File: src/rtl/count_seq_pkg.sv
// Shared state encoding and default timing constants for the decade-counter
// sequencer.
package count_seq_pkg;

  typedef enum logic [2:0] {
    IDLE  = 3'd0,
    LOAD  = 3'd1,
    RUN   = 3'd2,
    PAUSE = 3'd3,
    DONE  = 3'd4
  } state_e;

  localparam int DIV_W_DEF   = 26;
  localparam int DIV_MAX_DEF = 49_999_999;
  localparam int CNT_MAX_DEF = 9;

endpackage

File: src/rtl/btn_edge_sync.sv
// Brings a raw push-button level into the clk domain and emits a single-cycle
// event on each rising edge of the synchronized level.
module btn_edge_sync (
  input  logic clk,
  input  logic rst,
  input  logic btn_in,
  output logic evt_out
);

  logic sync1_q;
  logic sync2_q;
  logic hist_q;

  always_ff @(posedge clk or posedge rst) begin
    if (rst) begin
      sync1_q <= 1'b0;
      sync2_q <= 1'b0;
      hist_q  <= 1'b0;
    end else begin
      sync1_q <= btn_in;
      sync2_q <= sync1_q;
      hist_q  <= sync2_q;
    end
  end

  // History is cleared by reset, so a button held through reset still fires once.
  assign evt_out = sync2_q & ~hist_q;

endmodule

File: src/rtl/count_sequencer.sv
// Sequencer for the loadable decade counter: turns button events into load and
// step strobes, paces stepping with a prescaler and stops at the terminal count.
module count_sequencer
  import count_seq_pkg::*;
#(
  parameter int DIV_W   = DIV_W_DEF,
  parameter int DIV_MAX = DIV_MAX_DEF,
  parameter int CNT_MAX = CNT_MAX_DEF
) (
  input  logic       clk,
  input  logic       rst,
  input  logic       start_btn,
  input  logic       stop_btn,
  input  logic       load_btn,
  input  logic [3:0] load_val,
  input  logic [3:0] term_val,
  input  logic [3:0] cnt_q,
  output logic [3:0] cnt_d,
  output logic       cnt_load,
  output logic       cnt_step,
  output logic [3:0] wraps,
  output logic       done,
  output logic [2:0] state
);

  localparam logic [DIV_W-1:0] DIV_MAX_C = DIV_W'(DIV_MAX);
  localparam logic [3:0]       CNT_MAX_C = 4'(CNT_MAX);

  logic start_evt;
  logic stop_evt;
  logic load_evt;

  state_e           state_q,  state_d;
  logic [DIV_W-1:0] presc_q,  presc_d;
  logic [3:0]       wraps_q,  wraps_d;
  logic [3:0]       cnt_d_q,  cnt_d_d;
  logic             load_q,   load_d;
  logic             step_q,   step_d;

  logic tick;
  logic term_hit;

  btn_edge_sync u_start (.clk(clk), .rst(rst), .btn_in(start_btn), .evt_out(start_evt));
  btn_edge_sync u_stop  (.clk(clk), .rst(rst), .btn_in(stop_btn),  .evt_out(stop_evt));
  btn_edge_sync u_load  (.clk(clk), .rst(rst), .btn_in(load_btn),  .evt_out(load_evt));

  assign tick     = (presc_q == DIV_MAX_C);
  // Out-of-range terminal values can never be reached by a decade counter.
  assign term_hit = (term_val <= CNT_MAX_C) && (cnt_q == term_val);

  always_comb begin
    state_d = state_q;
    presc_d = presc_q;
    wraps_d = wraps_q;
    cnt_d_d = cnt_d_q;
    load_d  = 1'b0;
    step_d  = 1'b0;

    case (state_q)
      IDLE: begin
        if (load_evt) begin
          state_d = LOAD;
        end else if (start_evt) begin
          state_d = RUN;
          presc_d = '0;
        end
      end
      LOAD: begin
        state_d = IDLE;
      end
      RUN: begin
        if (load_evt) begin
          state_d = LOAD;
        end else if (stop_evt) begin
          state_d = PAUSE;
        end else begin
          presc_d = tick ? '0 : presc_q + DIV_W'(1);
          if (tick) begin
            if (term_hit) begin
              state_d = DONE;
            end else begin
              step_d = 1'b1;
              if (cnt_q == CNT_MAX_C) begin
                wraps_d = wraps_q + 4'd1;
              end
            end
          end
        end
      end
      PAUSE: begin
        if (load_evt) begin
          state_d = LOAD;
        end else if (stop_evt) begin
          state_d = IDLE;
        end else if (start_evt) begin
          state_d = RUN;
        end
      end
      DONE: begin
        if (load_evt) begin
          state_d = LOAD;
        end else if (stop_evt) begin
          state_d = IDLE;
        end
      end
      default: begin
        state_d = IDLE;
      end
    endcase

    // LOAD is only ever entered from another state, so this marks LOAD entry.
    if (state_d == LOAD) begin
      load_d  = 1'b1;
      cnt_d_d = load_val;
      wraps_d = '0;
    end
  end

  always_ff @(posedge clk or posedge rst) begin
    if (rst) begin
      state_q <= IDLE;
      presc_q <= '0;
      wraps_q <= '0;
      cnt_d_q <= '0;
      load_q  <= 1'b0;
      step_q  <= 1'b0;
    end else begin
      state_q <= state_d;
      presc_q <= presc_d;
      wraps_q <= wraps_d;
      cnt_d_q <= cnt_d_d;
      load_q  <= load_d;
      step_q  <= step_d;
    end
  end

  assign cnt_d    = cnt_d_q;
  assign cnt_load = load_q;
  assign cnt_step = step_q;
  assign wraps    = wraps_q;
  assign done     = (state_q == DONE);
  assign state    = state_q;

endmodule

File: config.mk
export PLATFORM = sky130hd
export DESIGN_NAME = count_sequencer
export DESIGN_NICKNAME = d
export VERILOG_FILES = /design/src/rtl/count_seq_pkg.sv /design/src/rtl/btn_edge_sync.sv /design/src/rtl/count_sequencer.sv
export SDC_FILE = /design/constraint.sdc
export NUM_CORES = 1
export LEC_CHECK = 0
export BUFFER_PORTS_ARGS = -buffer_cell sky130_fd_sc_hd__buf_2
export CAP_MARGIN = 10
export CORE_UTILIZATION = 57
export CTS_CLUSTER_SIZE = 16
export DETAILED_ROUTE_END_ITERATION = 16
export PLACE_DENSITY = 0.79
export SYNTH_ARGS = -nofsm -noshare
export SYNTH_HDL_FRONTEND = slang
export SYNTH_SLANG_ARGS = --single-unit
File: constraint.sdc
create_clock -name clk -period 2.5 [get_ports clk]
set_input_delay 0.125 -clock clk [delete_from_list [all_inputs] [get_ports clk]]
set_output_delay 0.125 -clock clk [all_outputs]
set_load 0.01 [all_outputs]
* Word-level counts from Yosys, hierarchy flattened
Cells that the tools add are included.
** Cells by class
- Add/sub/neg operators :: 2
- Order comparisons :: 1
- Equal/unequal tests :: 14
- Mux-type cells :: 30
- Bitwise gates (word level) :: 6
- Reductions and logical operators :: 8
** Operator list (count)
- $mux 26 :: 5
- $pmux 26 s2 :: 1
- $mux 3 :: 10
- $mux 4 :: 7
- $add 26x1->26 const B :: 1
- $eq 26x26->1 const B :: 1
- $pmux 3 s4 :: 1
- $ne 2x2->1 const B :: 4
- $reduce_bool 2->1 :: 4
- $eq 3x2->1 const B :: 2
- $mux 1 :: 6
- $ne 2x1->1 const B :: 3
- $reduce_and 6->1 :: 1
- $reduce_and 5->1 :: 1
- $add 4x1->4 const B :: 1
- $eq 4x4->1 :: 1
- $eq 4x4->1 const B :: 1
- $le 4x4->1 const B :: 1
- $and 1x1->1 :: 3
- $eq 3x1->1 const B :: 1
- $eq 3x3->1 const B :: 1
- $logic_not 3->1 :: 1
- $not 1->1 :: 3
- $logic_and 1x1->1 :: 1
** Word-level totals
- Flip-flop bits (word level) :: 48
- Input port bits :: 17
- Output and inout bits :: 14
- Word-level logic and storage cells :: 76

* Logic depth before layout (Yosys ltp)
- Depth in word-level cells :: 10
- Depth in mapped cells :: 7
- Mapped depth without buffers :: 6

* By module
A second synthesis with hierarchy kept.
** Second synthesis, totals
- Cell total of the unflattened synthesis :: 255
- Area, all modules :: 2483.6 µm²
** By module, submodules not included
- count_sequencer :: times used 1, cells an instance 240, area an instance 2205.9 µm², sequential area each 975.9 µm²
- btn_edge_sync :: times used 3, cells an instance 5, area an instance 92.6 µm², sequential area each 75.1 µm²

* Worst setup path after synthesis
Ideal clock, no wire load.
- Kind :: reg-to-reg
- From :: register presc_q[0]
- To :: register presc_q[10]
- Library setup time :: 0.121 ns
- Data arrival time :: 1.888 ns
- Setup slack :: 0.491 ns
- Cell stages (with the launch flop) :: 8
- Path buffers :: 1
- Clock period less this slack :: 2.009 ns
- Path through :: dfrtp_1 ha_1 nand3_1 nor4_2 nand2_1 a21oi_1 buf_2 nor2_1
** Between the ends
- Cells in the longest elaborated chain, start to end :: 5
** Ends and longest elaborated chain
- start, declared :: line count_sequencer.sv:34 : logic [DIV_W-1:0] presc_q, presc_d;
- start signal, assigned :: line count_sequencer.sv:129 : presc_q <= presc_d;
- $add 26x1->26 or $eq 26x26->1 (tied branches) :: line count_sequencer.sv:77, count_sequencer.sv:47
- $mux 26 (*) :: line count_sequencer.sv:77 : presc_d = tick ? '0 : presc_q + DIV_W'(1);
- $mux 26 (*) :: line count_sequencer.sv:74 : end else if (stop_evt) begin
- $mux 26 (*) :: line count_sequencer.sv:72 : if (load_evt) begin
- $pmux 26 s2 (*) :: line count_sequencer.sv:59 : case (state_q)
Mark *: on every way between the ends. The rest lies on a longest branch, timed or not. The select of a mux whose other input is x is not followed.
A chain may end at the register's enable or synchronous reset.

* Worst setup path in the final report
- From :: register state_q[2], in the netlist state[2]
- To :: register wraps_q[3], in the netlist wraps[3]
** Between the ends
- Cells in the longest elaborated chain, start to end :: 8
** Ends and longest elaborated chain
- start, declared :: line count_sequencer.sv:33 : state_e state_q, state_d;
- start signal, assigned :: line count_sequencer.sv:128 : state_q <= state_d;
- $mux 3 :: line count_sequencer.sv:79 : if (term_hit) begin
- $mux 3 :: line count_sequencer.sv:78 : if (tick) begin
- $mux 3 :: line count_sequencer.sv:74
- $mux 3 :: line count_sequencer.sv:72
- $pmux 3 s4 :: line count_sequencer.sv:59
- $eq 3x1->1 :: line count_sequencer.sv:112 : if (state_d == LOAD) begin
- $ne 2x1->1 (no source line) or $reduce_bool 2->1 (tied branches)
- $reduce_and 6->1 (no source line)
- end signal, assigned :: line count_sequencer.sv:130 : wraps_q <= wraps_d;
- end, declared :: line count_sequencer.sv:35 : logic [3:0] wraps_q, wraps_d;
Parallel ways exist; a longest one is shown, timed or not.

==> flow_metrics.py <==
metrics = {
    "status": {
        "run_status": "finished, final reports clean",
    },
    "power_and_ir_drop": {
        "worst_ir_drop_vdd_mv": 0.607,
        "leakage_component_of_the_power_nw": 1.24,
        "net-switching-power_mw": 0.698,
        "switching_share": 0.336,
        "pwr-share-clk": 0.280,
        "p_per_area_nw_per_um2": 742,
        "cell_internal_pwr_mw": 1.38,
        "total_power_mw": 2.08,
        "seqPwrFrac": 0.449,
        "p_comb_frac": 0.270,
    },
    "clock_network": {
        "clock_root_buffer": "clkbuf_8",
        "ctsHoldBuffers": 4,
        "post-cts-setup-buffer-count": 0,
        "post_cts_resized": 0,
        "clk_pin_slew_ps": 100,
        "tritoncts_clock_tree": "done",
        "cts_htree_levels": 2,
        "cts_max_path_buffers": 2,
        "clock_sinks": 48,
        "number_of_buffers_added_by_the_clock_tree_synthesis_step": 5,
        "worstSkewPairLatency_ps": 310,
    },
    "setup_path": {
        "maximum_single_stage_delay_on_the_critical_path_ps": 470,
        "critPathKind": "reg -> reg",
        "worst-endpoint-arrival_ps": 2420,
        "critical_path.cell_chain": "or3b_1 > nor4_1 > o2111ai_1 > or3_1 > a21oi_1",
        "regToRegStartpoint": "state[2]$_DFF_PP0_",
        "regToRegEndpoint": "wraps[3]$_DFFE_PP0P_",
        "timing.critical_path.slowest_stage_cell": "or3b_1",
        "r2r.worst_path.cells": 5,
        "worst-path-stages": 5,
        "start_kind": "flip-flop",
        "end_kind": "flip-flop",
        "worstSetupStartpoint": "state[2]$_DFF_PP0_",
        "critical_path_buffers_and_inverters": 0,
        "crit_path_max_fanout": 8,
        "critical_path.top_delay_family": "simple AND/OR/NAND/NOR gates",
        "critPathRequiredTime_ps": 2730,
        "worstSetupEndpoint": "wraps[3]$_DFFE_PP0P_",
        "reg2reg_slack_ps": 310,
    },
    "grt": {
        "globalRouteOverflowTotal": 0,
        "grt_max_degree": 31,
        "number_of_global_route_vias_before_repair": 1898,
        "grt_antenna_before_repair": 0,
        "grt_pass1_wl_um": 8800,
        "grt_use_total": 0.265,
    },
    "synth": {
        "synth-seq-area-share": 0.496,
        "synth_mux_area_frac": 0.0274,
        "synth_top_family_by_area": "simple AND/OR/NAND/NOR gates",
        "yosysWarningCount": 0,
        "synth_common_cells": "dfrtp_1, nor2_1, nand2_1, a21oi_1, nor4_1",
        "synth-edff-count": 0,
        "synth_compound_area_frac": 0.119,
        "syn_area_per_cell_um2": 10.0,
        "postSynthRegisterBits": 48,
        "synth_simple_gate_area_frac": 0.263,
        "synthFlopType": "dfrtp_1",
        "synthXorXnorAreaFrac": 0.0542,
        "synthDominantCellAreaShare": 0.496,
        "ys_async_sr_fraction": 1.00,
        "synthAdderAreaFrac": 0.0103,
        "synth.cell_area_um2": 2420,
        "post-synth-top-count-cell": "dfrtp_1",
        "yosys.area.top_type": "dfrtp_1",
        "yosys.cell_types.count": 53,
        "ys_top_cells_by_area": "dfrtp_1, xnor2_1, nor4_1",
        "syn-instance-count": 242,
        "synth.net_count": 261,
    },
    "route": {
        "drt_first_pass_iters": 6,
        "final_antenna_net_count": 0,
        "drt_wl_total_um": 5210,
        "vias_per_cell": 6.08,
        "detailroute.via_count": 2026,
        "drt_iter0_markers": 153,
        "drt-wirelength-per-cell_um": 15.6,
        "remaining_drc_errors": 0,
    },
    "die": {
        "floorplan.initialDensity": 0.602,
        "core_um2": 4030,
        "chipWidth_um": 67.2,
        "die_area_um2": 4520,
        "core.rowCount": 23,
        "die_height_um": 67.2,
        "io_count": 31,
    },
    "final_layout": {
        "fillers": 300,
        "insertedDiodeCount": 0,
        "multiInputGateArea_um2": 1150,
        "fin_util": 0.695,
        "fin_nets": 301,
        "layout-drive-gt1-share": 0.212,
        "sequential_cell_area_in_the_final_layout_um2": 1200,
        "areaGrowthSynthToFinish_pct": 15.5,
        "finalNonFillerCells": 333,
    },
    "sta": {
        "setup_tns_ps": 0,
        "finalClockSkew_ps": 7.30,
        "number_of_setup_violations_in_the_final_report": 0,
        "final.period_utilization": 0.875,
        "rsz0062_at_grt": "false",
        "period_minus_slack_ps": 2190,
        "fmax_mhz": 457,
        "maxSlewViolCount": 0,
        "final-hold-violation-count": 0,
        "worst_pin_slew_ps": 543,
        "slew-limit-headroom": 0.635,
        "final.setup.worst_slack_ps": 311,
    },
    "placement": {
        "dp.final_hpwl_um": 3800,
        "post-place-ws_ps": 339,
        "port_buffers": 30,
        "last_weighted_congestion_value_of_the_routability_driven_placer": 0.859,
        "numPlacedInstances": 321,
    },
    "flow_run": {
        "timing.max_cap.violations": 0,
    },
    "min_path": {
        "hold_path.class": "in -> reg",
    },
}
[per-layer routing]
layer | share of wire | vias to the layer above | track usage | wire length [µm]
li1 | - | 977 | - | -
met1 | 0.44 | 964 | 0.364 | 2320
met2 | 0.47 | 70 | 0.403 | 2450
met3 | 0.060 | 15 | 0.0591 | 311
met4 | 0.025 | 0 | 0.112 | 132
met5 | 0 | - | 0 | 0
[power groups by stage]
stage / clock network (mW) / registers, mW / logic (mW)
2_1_floorplan: 0 / 0.962 / 0.340
6_report: 0.582 / 0.934 / 0.562
5_1_grt: 0.633 / 0.949 / 0.616
4_1_cts: 0.595 / 0.935 / 0.560
3_3_place_gp: 0 / 0.942 / 0.547
3_5_place_dp: 0 / 0.950 / 0.553
[logic make-up after synthesis]
group           after synthesis
buf+inv                      15
xor+xnor                     15
mux                           6
flops                        48
simple gates                110
fa+ha+maj                     2
compound gates               46
[registers in the layout, indices dropped and copies added, names as in the netlist]
register,count
u_load.sync2_q,1
cnt_load,1
state,3
u_stop.sync2_q,1
u_start.hist_q,1
u_load.sync1_q,1
u_start.sync1_q,1
cnt_d,4
u_load.hist_q,1
u_stop.hist_q,1
u_stop.sync1_q,1
cnt_step,1
presc_q,26
wraps,4
u_start.sync2_q,1
[worst min-delay path by stage]
stage / cells past startpoint / endpoint / start / slack [ps]
global route: 2 / cnt_d[1]$_DFFE_PP0P_ / load_val[1] / 40
global placement: 2 / presc_q[13]$_DFFE_PP0P_ / rst / 140
detailed placement: 2 / presc_q[13]$_DFFE_PP0P_ / rst / 150
floorplan: 0 / u_load.sync1_q$_DFF_PP0_ / load_btn / 160
finish: 2 / cnt_d[1]$_DFFE_PP0P_ / load_val[1] / 50
CTS: 2 / cnt_d[1]$_DFFE_PP0P_ / load_val[1] / 40
[metrics by stage]
stage          cell area [µm²]  hold WS [ps]
2_1_floorplan             2420           156
3_3_place_gp              2650           139
3_5_place_dp              2650           146
4_1_cts                   2800          39.0
5_1_grt                   2800          38.2
6_report                  2800          45.7
[layout make-up]
cell class / count / area share
Sequential cell: 48 / 0.429
Multi-Input combinational cell: 179 / 0.410
Timing Repair Buffer: 42 / 0.0894
Clock buffer: 5 / 0.0246
Tap cell: 50 / 0.0223
Clock inverter: 3 / 0.0165
Inverter: 6 / 0.00804
[layout by cell type, fill, tap and decap left out, types with 2 or more instances in the layout]
cell / instances
nor2b_1: 2
ha_1: 2
or4_1: 2
buf_4: 8
a31oi_1: 8
and2_1: 4
clkbuf_8: 5
xor2_1: 4
dfrtp_1: 48
xnor2_1: 11
nor2_1: 21
mux2_2: 5
buf_2: 30
nand4_1: 9
o21ai_0: 11
o211ai_1: 2
nand2_1: 18
inv_1: 5
nand3_1: 9
and3_1: 2
nor3_1: 5
nand2b_1: 4
dlygate4sd3_1: 4
or3_1: 7
a21oi_1: 13
nor4_1: 13
Note: power is estimated with default switching activity, not from simulation.
